===== src/rtl/move_asteroides_responder.sv =====
// -----------------------------------------------------------------------------
// move_asteroides_responder
//
// Responder side of the coordinator's "move asteroids" start/done handshake.
// A one-cycle start pulse launches one pass over every slot of the asteroid
// RAM. Each slot is read (synchronous RAM, one cycle of latency). If the slot is
// valid it is moved one step along its direction and written back. An
// asteroid that would leave the grid is written back with its valid bit cleared
// and its coordinates unchanged. At the end of the pass a one-cycle done pulse
// is issued, and the number of asteroids still active is registered.
//
// Entry packing (dado_lido / dado_escrita): {valido, dir[2:0], x, y}
//
// Ports:
//   clock         system clock, rising edge
//   reset_n       asynchronous active-low reset
//   iniciar       start pulse from the coordinator
//   dado_lido     RAM read data, valid the cycle after end_mem is presented
//   end_mem       RAM address
//   escreve_mem   RAM write enable
//   dado_escrita  RAM write data
//   ocupado       high while a pass is in progress (any state but OCIOSO)
//   fim_move      one-cycle done pulse
//   qtd_ativos    active asteroids counted in the last pass
//   db_estado     current state code, for debug
// -----------------------------------------------------------------------------
module move_asteroides_responder #(
    parameter int N_ASTEROIDES = 16,
    parameter int LARG_COORD   = 4,
    parameter int LARG_END     = 4
) (
    input  logic                      clock,
    input  logic                      reset_n,
    input  logic                      iniciar,
    input  logic [3+2*LARG_COORD:0]   dado_lido,
    output logic [LARG_END-1:0]       end_mem,
    output logic                      escreve_mem,
    output logic [3+2*LARG_COORD:0]   dado_escrita,
    output logic                      ocupado,
    output logic                      fim_move,
    output logic [LARG_END:0]         qtd_ativos,
    output logic [2:0]                db_estado
);

    localparam int LARG_ENTRADA = 4 + 2*LARG_COORD;

    localparam logic [LARG_END-1:0] ULTIMO   = LARG_END'(N_ASTEROIDES - 1);
    localparam logic [LARG_END-1:0] UM_END   = LARG_END'(1);
    localparam logic [LARG_END:0]   UM_CONT  = (LARG_END+1)'(1);
    localparam logic [LARG_COORD:0] UM_COORD = (LARG_COORD+1)'(1);

    typedef enum logic [2:0] {
        OCIOSO  = 3'd0,
        LE      = 3'd1,
        ESPERA  = 3'd2,
        ESCREVE = 3'd3,
        FIM     = 3'd4
    } estado_t;

    estado_t               estado;
    logic [LARG_END-1:0]   indice;
    logic [LARG_END:0]     contador;

    // Fields of the entry currently on the read bus.
    logic                  lido_valido;
    logic [2:0]            lido_dir;
    logic [LARG_COORD-1:0] lido_x;
    logic [LARG_COORD-1:0] lido_y;

    assign lido_valido = dado_lido[LARG_ENTRADA-1];
    assign lido_dir    = dado_lido[LARG_ENTRADA-2 -: 3];
    assign lido_x      = dado_lido[2*LARG_COORD-1 -: LARG_COORD];
    assign lido_y      = dado_lido[LARG_COORD-1:0];

    // One step computed with an extra bit: stepping below 0 wraps to all ones
    // and stepping past the top reaches 2^LARG_COORD, so in both cases the
    // extra MSB is set. That single bit therefore flags "left the grid".
    logic [LARG_COORD:0]       novo_x;
    logic [LARG_COORD:0]       novo_y;
    logic                      fora;
    logic [LARG_ENTRADA-1:0]   movido;

    // NOTE: every variable assigned in always_comb gets a default first, so
    // no path through the case statements can infer a latch.
    always_comb begin
        novo_x = {1'b0, lido_x};
        novo_y = {1'b0, lido_y};
        case (lido_dir)
            3'd1, 3'd2, 3'd3: novo_x = novo_x + UM_COORD;
            3'd5, 3'd6, 3'd7: novo_x = novo_x - UM_COORD;
            default:          ;
        endcase
        case (lido_dir)
            3'd0, 3'd1, 3'd7: novo_y = novo_y - UM_COORD;
            3'd3, 3'd4, 3'd5: novo_y = novo_y + UM_COORD;
            default:          ;
        endcase
        fora   = novo_x[LARG_COORD] | novo_y[LARG_COORD];
        movido = fora ? {1'b0, lido_dir, lido_x, lido_y}
                      : {1'b1, lido_dir, novo_x[LARG_COORD-1:0], novo_y[LARG_COORD-1:0]};
    end

    assign db_estado = estado;

    // Outputs are registered: each transition loads the output values of the
    // state being entered. The entry latched in ESPERA is held directly in
    // dado_escrita (already moved), and escreve_mem holds its read valid bit.
    // NOTE: sequential state uses non-blocking assignments only, so every
    // register samples the pre-edge value of every other register.
    // NOTE: the async reset clears every register, including the write enable,
    // so no RAM write can occur while reset_n is low.
    always_ff @(posedge clock or negedge reset_n) begin
        if (!reset_n) begin
            estado       <= OCIOSO;
            indice       <= '0;
            contador     <= '0;
            qtd_ativos   <= '0;
            end_mem      <= '0;
            escreve_mem  <= 1'b0;
            dado_escrita <= '0;
            ocupado      <= 1'b0;
            fim_move     <= 1'b0;
        end else begin
            escreve_mem  <= 1'b0;
            dado_escrita <= '0;
            fim_move     <= 1'b0;
            case (estado)
                OCIOSO: begin
                    end_mem <= '0;
                    if (iniciar) begin
                        estado   <= LE;
                        indice   <= '0;
                        contador <= '0;
                        ocupado  <= 1'b1;
                    end else begin
                        ocupado  <= 1'b0;
                    end
                end
                LE: begin
                    estado  <= ESPERA;
                    end_mem <= indice;
                    ocupado <= 1'b1;
                end
                ESPERA: begin
                    estado  <= ESCREVE;
                    end_mem <= indice;
                    ocupado <= 1'b1;
                    // Invalid slots are neither written nor counted.
                    if (lido_valido) begin
                        escreve_mem  <= 1'b1;
                        dado_escrita <= movido;
                    end
                end
                ESCREVE: begin
                    ocupado <= 1'b1;
                    if (escreve_mem && dado_escrita[LARG_ENTRADA-1])
                        contador <= contador + UM_CONT;
                    if (indice == ULTIMO) begin
                        estado   <= FIM;
                        end_mem  <= '0;
                        fim_move <= 1'b1;
                    end else begin
                        estado   <= LE;
                        indice   <= indice + UM_END;
                        end_mem  <= indice + UM_END;
                    end
                end
                FIM: begin
                    estado     <= OCIOSO;
                    qtd_ativos <= contador;
                    end_mem    <= '0;
                    ocupado    <= 1'b0;
                end
                default: begin
                    estado  <= OCIOSO;
                    end_mem <= '0;
                    ocupado <= 1'b0;
                end
            endcase
        end
    end

endmodule


===== config.mk =====
export PLATFORM = sky130hd
export DESIGN_NAME = move_asteroides_responder
export DESIGN_NICKNAME = d
export VERILOG_FILES = /design/src/rtl/move_asteroides_responder.sv
export SDC_FILE = /design/constraint.sdc
export NUM_CORES = 1
export LEC_CHECK = 0
export CAP_MARGIN = 40
export CORE_MARGIN = 2
export CORE_UTILIZATION = 50
export DETAILED_ROUTE_END_ITERATION = 10
export PLACE_DENSITY = 0.85
export SYNTH_ARGS = -nofsm -noshare
export SYNTH_HDL_FRONTEND = slang
export SYNTH_SLANG_ARGS = --single-unit

===== constraint.sdc =====
create_clock -name clock -period 2.3 [get_ports clock]
set_clock_uncertainty 0.1 [all_clocks]
set_input_delay 0.46 -clock clock [delete_from_list [all_inputs] [get_ports clock]]
set_output_delay 0.46 -clock clock [all_outputs]
set_load 0.05 [all_outputs]

# ---- Yosys cells after proc, flatten, opt, wreduce, memory -nomap -nowiden
# Index checks and enable logic that the tools add are counted.
dict set report word_totals {
  regBits 36
}
dict set report classes {
  eq_ne 15
  add_sub_neg 6
  mux 22
  n_bitwise 1
  reduce_logical 12
}
# op count
set ops {}
lappend ops {{12-bit two-way mux} 3}
lappend ops {{5-bit one-hot mux with 2 select lines} 3}
lappend ops {{4-bit one-hot mux with 2 select lines} 2}
lappend ops {{3-bit == test, second input constant} 5}
lappend ops {{3-bit OR reduction} 5}
lappend ops {{3-bit by 2-bit == test with 1-bit output, second input constant} 4}
lappend ops {{4-bit two-way mux} 3}
lappend ops {{3-bit one-hot mux with 4 select lines} 1}
lappend ops {{4-bit by 1-bit adder with 5-bit output, second input constant} 2}
lappend ops {{5-bit two-way mux} 2}
lappend ops {{4-bit by 1-bit subtractor with 5-bit output, second input constant} 2}
lappend ops {{3-bit by 1-bit == test with 1-bit output, second input constant} 2}
lappend ops {{3-bit zero test} 2}
lappend ops {{3-bit two-way mux} 2}
lappend ops {{2-bit inequality test, second input constant} 3}
lappend ops {{3-bit AND reduction} 2}
lappend ops {{5-bit by 1-bit adder with 5-bit output, second input constant} 1}
lappend ops {{1-bit two-way mux} 5}
lappend ops {{4-bit by 1-bit adder with 4-bit output, second input constant} 1}
lappend ops {{4-bit == test, second input constant} 1}
lappend ops {{1-bit one-hot mux with 2 select lines} 1}
lappend ops {{2-bit nonzero test} 1}
lappend ops {{2-bit OR reduction} 1}
lappend ops {{1-bit logical AND} 1}
lappend ops {{1-bit OR} 1}

# ---- Logic depth before layout (Yosys ltp)
dict set report logic_depth {
  depth_word 7
  mapped_depth 11
  ltp_nobuf 10
}

# ---- Least setup slack after synthesis
# No wires, ideal clock.
dict set report synth_path {
  path_type {input-to-reg}
  from {in dado_lido[9]}
  to {reg dado_escrita[2]}
  n_path_buf 1
  path_stages 9
  path_slack_ns -0.665
  setup_time_ns 0.120
  t_arrival_ns 2.745
  required_time_ns 2.080
  cell_sequence {buf_1 > o21a_1 > ha_1 > nor2b_1 > o22a_4 > or4_4 > a32oi_4 > a21oi_1 > a31o_1}
}
dict set report synth_via {
  elab_chain_len 7
  word_cells_on_any_way 18
  cone_classes {eq/ne: 7; mux: 5; bitwise: 1; reduce/logical: 5}
}
# item line_no
set synth_lines {}
lappend synth_lines {{from (decl)} 35} ;# input logic [3+2*LARG_COORD:0] dado_lido,
lappend synth_lines {{3-bit == test (tied with other cells)} {88, 93}}
lappend synth_lines {{3-bit OR reduction (on tied branches)} {88, 93}}
lappend synth_lines {{5-bit one-hot mux with 2 select lines (on tied branches)} {88, 93}}
lappend synth_lines {{1-bit OR} 98} ;# fora = novo_x[LARG_COORD] | novo_y[LARG_COORD];
lappend synth_lines {{12-bit two-way mux *} 99} ;# movido = fora ? {1'b0, lido_dir, lido_x, lido_y}
lappend synth_lines {{12-bit two-way mux *} 149} ;# if (lido_valido) begin
lappend synth_lines {{12-bit two-way mux *} 127} ;# case (estado)
lappend synth_lines {{to (signal assigned)} 151} ;# dado_escrita <= movido;
lappend synth_lines {{to (decl)} 38} ;# output logic [3+2*LARG_COORD:0] dado_escrita,
# Mark *: on every way between the ends. The rest lies on a longest branch, timed or not.
# A chain may end at the register's enable or synchronous reset.

# ---- Worst setup path after layout
# Same ends and word-level chain as after synthesis.

==> impl_metrics.yaml <==
yosys:
  synth_seq_cells: 36
  netlist_instances: 181
  syn-cell-area_mm2: 0.001877
  async_reset_ff_frac: 1.000
  avgSynthCellArea_um2: 10.37
  yosys_warnings: 0
  synth_edf_count: 0
  seq_area_frac_synth: 0.4800
  ys.flop_type: "dfrtp_1"
  synth_nets: 203
  synth_cell_type_count: 43
sta:
  rsz0062_at_grt: "yes"
  fin_crit_ns: 2.363
  worst_slew_pin_slew_ns: 0.5074
  hold_violations: 0
  holdWs_ns: 0.4086
  slew_headroom: 0.6607
  clock.fmax_ghz: 0.4231
  finalSetupViolCount: 6
  finalCritPeriodShare: 1.028
  drv_slew: 0
  setup_ws_ns: -0.06325
floorplanning:
  io_pins: 42
  die_area_mm2: 0.004260
  core-area_mm2: 0.003633
  die_y_um: 65.27
  row_count: 22
  start_util: 0.5165
  die_w_um: 65.27
setup_path:
  reg2reg_to: "dado_escrita[3]"
  crit_family: "compound AO/OA/AOI/OAI gates"
  cp-end-kind: "flop"
  worst-path-stages: 9
  rr_startpoint: "db_estado[1]"
  ff2ff_setup_slack_ns: 0.29
  path_cells: "buf_8 -> o21a_4 -> ha_4 -> or2_4 -> o22a_4 -> or4_4 -> a32oi_4 -> a21oi_1 -> a31o_1"
  critPathLaunchType: "input pin"
  startpoint: "dado_lido[9]"
  critPathSlowestCell: "or4_4"
  r2r_cells: 6
  critPathArrivalTime_ns: 2.44
  critPathCapture: "dado_escrita[2]"
  critPathMaxStageDelay_ns: 0.43
  cp_num_buf_inv: 1
  critPathKind: "in -> reg"
  cp_max_fo: 6
  crit_required_ns: 2.37
layout:
  fin_nets: 278
  multiInputGateArea_mm2: 0.001040
  antennaDiodeCount: 0
  layout-drive-gt1-share: 0.2969
  areaGrowthSynthToFinish_pct: 50.53
  seq_area_um2: 900.9
  fillers: 250
  fin_cells: 304
global_route:
  use_met2: 0.3814
  grt_util_met1: 0.2590
  grt_max_degree: 37
  grt_first_pass_wirelength_mm: 7.065
  track_usage: 0.2208
  grt-busiest-layer: "met2"
  met3_usage: 0.04966
  grt_overflow: 0
  grt_pass1_vias: 1600
  grt_antenna_before_repair: 0
clocking:
  cts_hold_buf: 0
  cts_max_level: 2
  path_clk_slew_ns: 0.06
  cts_root_buffer: "clkbuf_8"
  cts-buffers-inserted: 5
  cts_tree: "built"
  clock_latency_ns: 0.29
  cts_sinks: 36
  clk_path_buf_depth: 2
routing:
  drc: 0
  ant_nets: 0
  drt-pass1-iter-count: 4
  drt_iter0_markers: 134
  wl_per_cell_um: 14.07
  via_per_inst: 5.438
  wl_mm: 4.276
  vias: 1653
power_and_ir_drop:
  peakVddDrop_uv: 358.1
  p_total_mw: 2.472
  leakagePower_nw: 1.293
  powerDensity_mw_per_mm2: 875.1
place:
  io_buffers: 41
  place_ws_ns: -0.8727
  placed_cells: 288
  dp_hpwl_mm: 2.949
  place_congestion: 0.8898
run_status:
  violations: "negative setup slack"
  status: "finished with violations"
run:
  drv_cap: 0
min_path:
  hp-class: "reg -> reg"
cell usage in the layout (no fill, tap or decap), types with 4 or more instances in the layout:
master           count
dfrtp_1             36
clkdlybuf4s50_1     33
buf_4               28
nor2_1              20
nand2_1             10
o21ai_0              9
clkbuf_8             7
buf_6                7
nand3_1              6
mux2_2               6
a21oi_1              5
xor2_1               5
dlygate4sd2_1        5
mux2i_1              4
inv_1                4
and2_1               4
and3_1               4
nand4_1              4
how the worst min path moves through the flow:
| stage | start | end | slack [ns] | depth (start not counted) |
|---|---|---|---|---|
| CTS | qtd_ativos[4] | qtd_ativos[4] | 0.41 | 1 |
| global route | qtd_ativos[2] | qtd_ativos[2] | 0.43 | 1 |
| floorplan | reset_n | contador[0] | 0.06 | 0 |
| finish | qtd_ativos[2] | qtd_ativos[2] | 0.41 | 1 |
| detailed placement | qtd_ativos[4] | qtd_ativos[4] | 0.40 | 1 |
| global placement | qtd_ativos[4] | qtd_ativos[4] | 0.39 | 1 |
area by class of cell:
type	instances	area share
clock buffers	7	0.03410
inverters	8	0.01063
multi-input cells	130	0.3680
flip-flops and latches	36	0.3189
well taps	48	0.02126
repair buffers	75	0.2471
synth_stat cells, types with 2 or more instances:
cell type   n  area, µm²
a31o_1      2      17.52
xor2_1      5      43.79
nor3_1      2      10.01
mux2_2      7      78.83
nor4_1      2      12.51
a21oi_1     6      30.03
inv_1       7      26.28
and3_1      4      25.02
o21a_1      2      15.01
nand3_1     9      45.04
nor2b_1     3      18.77
a22o_1      2      17.52
nand2_1    11      41.29
o31ai_1     4      30.03
nand4_1     4      25.02
clkbuf_1    6      22.52
o21ai_0     9      45.04
dfrtp_1    36      900.9
and2_1      4      25.02
a21o_1      2      15.01
nor2_1     20      75.07
ha_1        6      75.07
mux2i_1     5      50.05
xnor2_1     4      35.03
power by group:
group / total (mW) / internal [mW] / switching, mW / leakage, nW
combinational: 1.15 / 0.457 / 0.698 / 0.759
sequential: 0.847 / 0.752 / 0.0951 / 0.484
clock: 0.470 / 0.266 / 0.204 / 0.0503
total: 2.47 / 1.47 / 0.998 / 1.29
worst reg2reg max path, delay by kind of cell, from the launching register on:
family | cells | cell delay, ns
compound gates | 2 | 0.23
buf+inv | 1 | 0.37
flops | 1 | 0.50
simple gates | 3 | 0.69
routing by layer:
metal | share of wire | vias up
li1 | - | 794
met1 | 0.40 | 785
met2 | 0.52 | 64
met3 | 0.049 | 10
met4 | 0.024 | 0
met5 | 0 | -
timing repair:
item,4_1_cts,5_1_grt
setup endpoints to repair,9,8
cloned,0,0
resized for setup,41,8
pin swaps,16,5
setup buffers,5,4
metrics by stage:
| step | setup TNS (ns) | util | cell area [µm²] |
|---|---|---|---|
| global route | -0.6261 | 0.7775 | 2825 |
| CTS | -0.08802 | 0.7545 | 2741 |
| floorplan | -2.412 | - | 1929 |
| finish | -0.2081 | 0.7775 | 2825 |
| global placement | -6.478 | 0.6990 | 2540 |
| detailed placement | -7.064 | 0.6990 | 2540 |
flip-flops by register name (all words and copies together) (netlist names):
register and cells:
contador 5, dado_escrita 12, db_estado 3, end_mem 4, escreve_mem 1, fim_move 1
indice 4, ocupado 1, qtd_ativos 5
kinds of logic (layout without fill, tap and decap cells):
family,count (synthesis),in the layout,synth area share
and+or+nand+nor,64,64,0.1693
AOI/OAI and AO/OA,38,38,0.1593
DFF,36,36,0.4800
buffers and inverters,15,90,0.03000
muxes,12,12,0.06867
xor gates and xnor gates,9,9,0.04200
adders and majority gates,7,7,0.05067
Note: power is estimated with default switching activity, not from simulation.
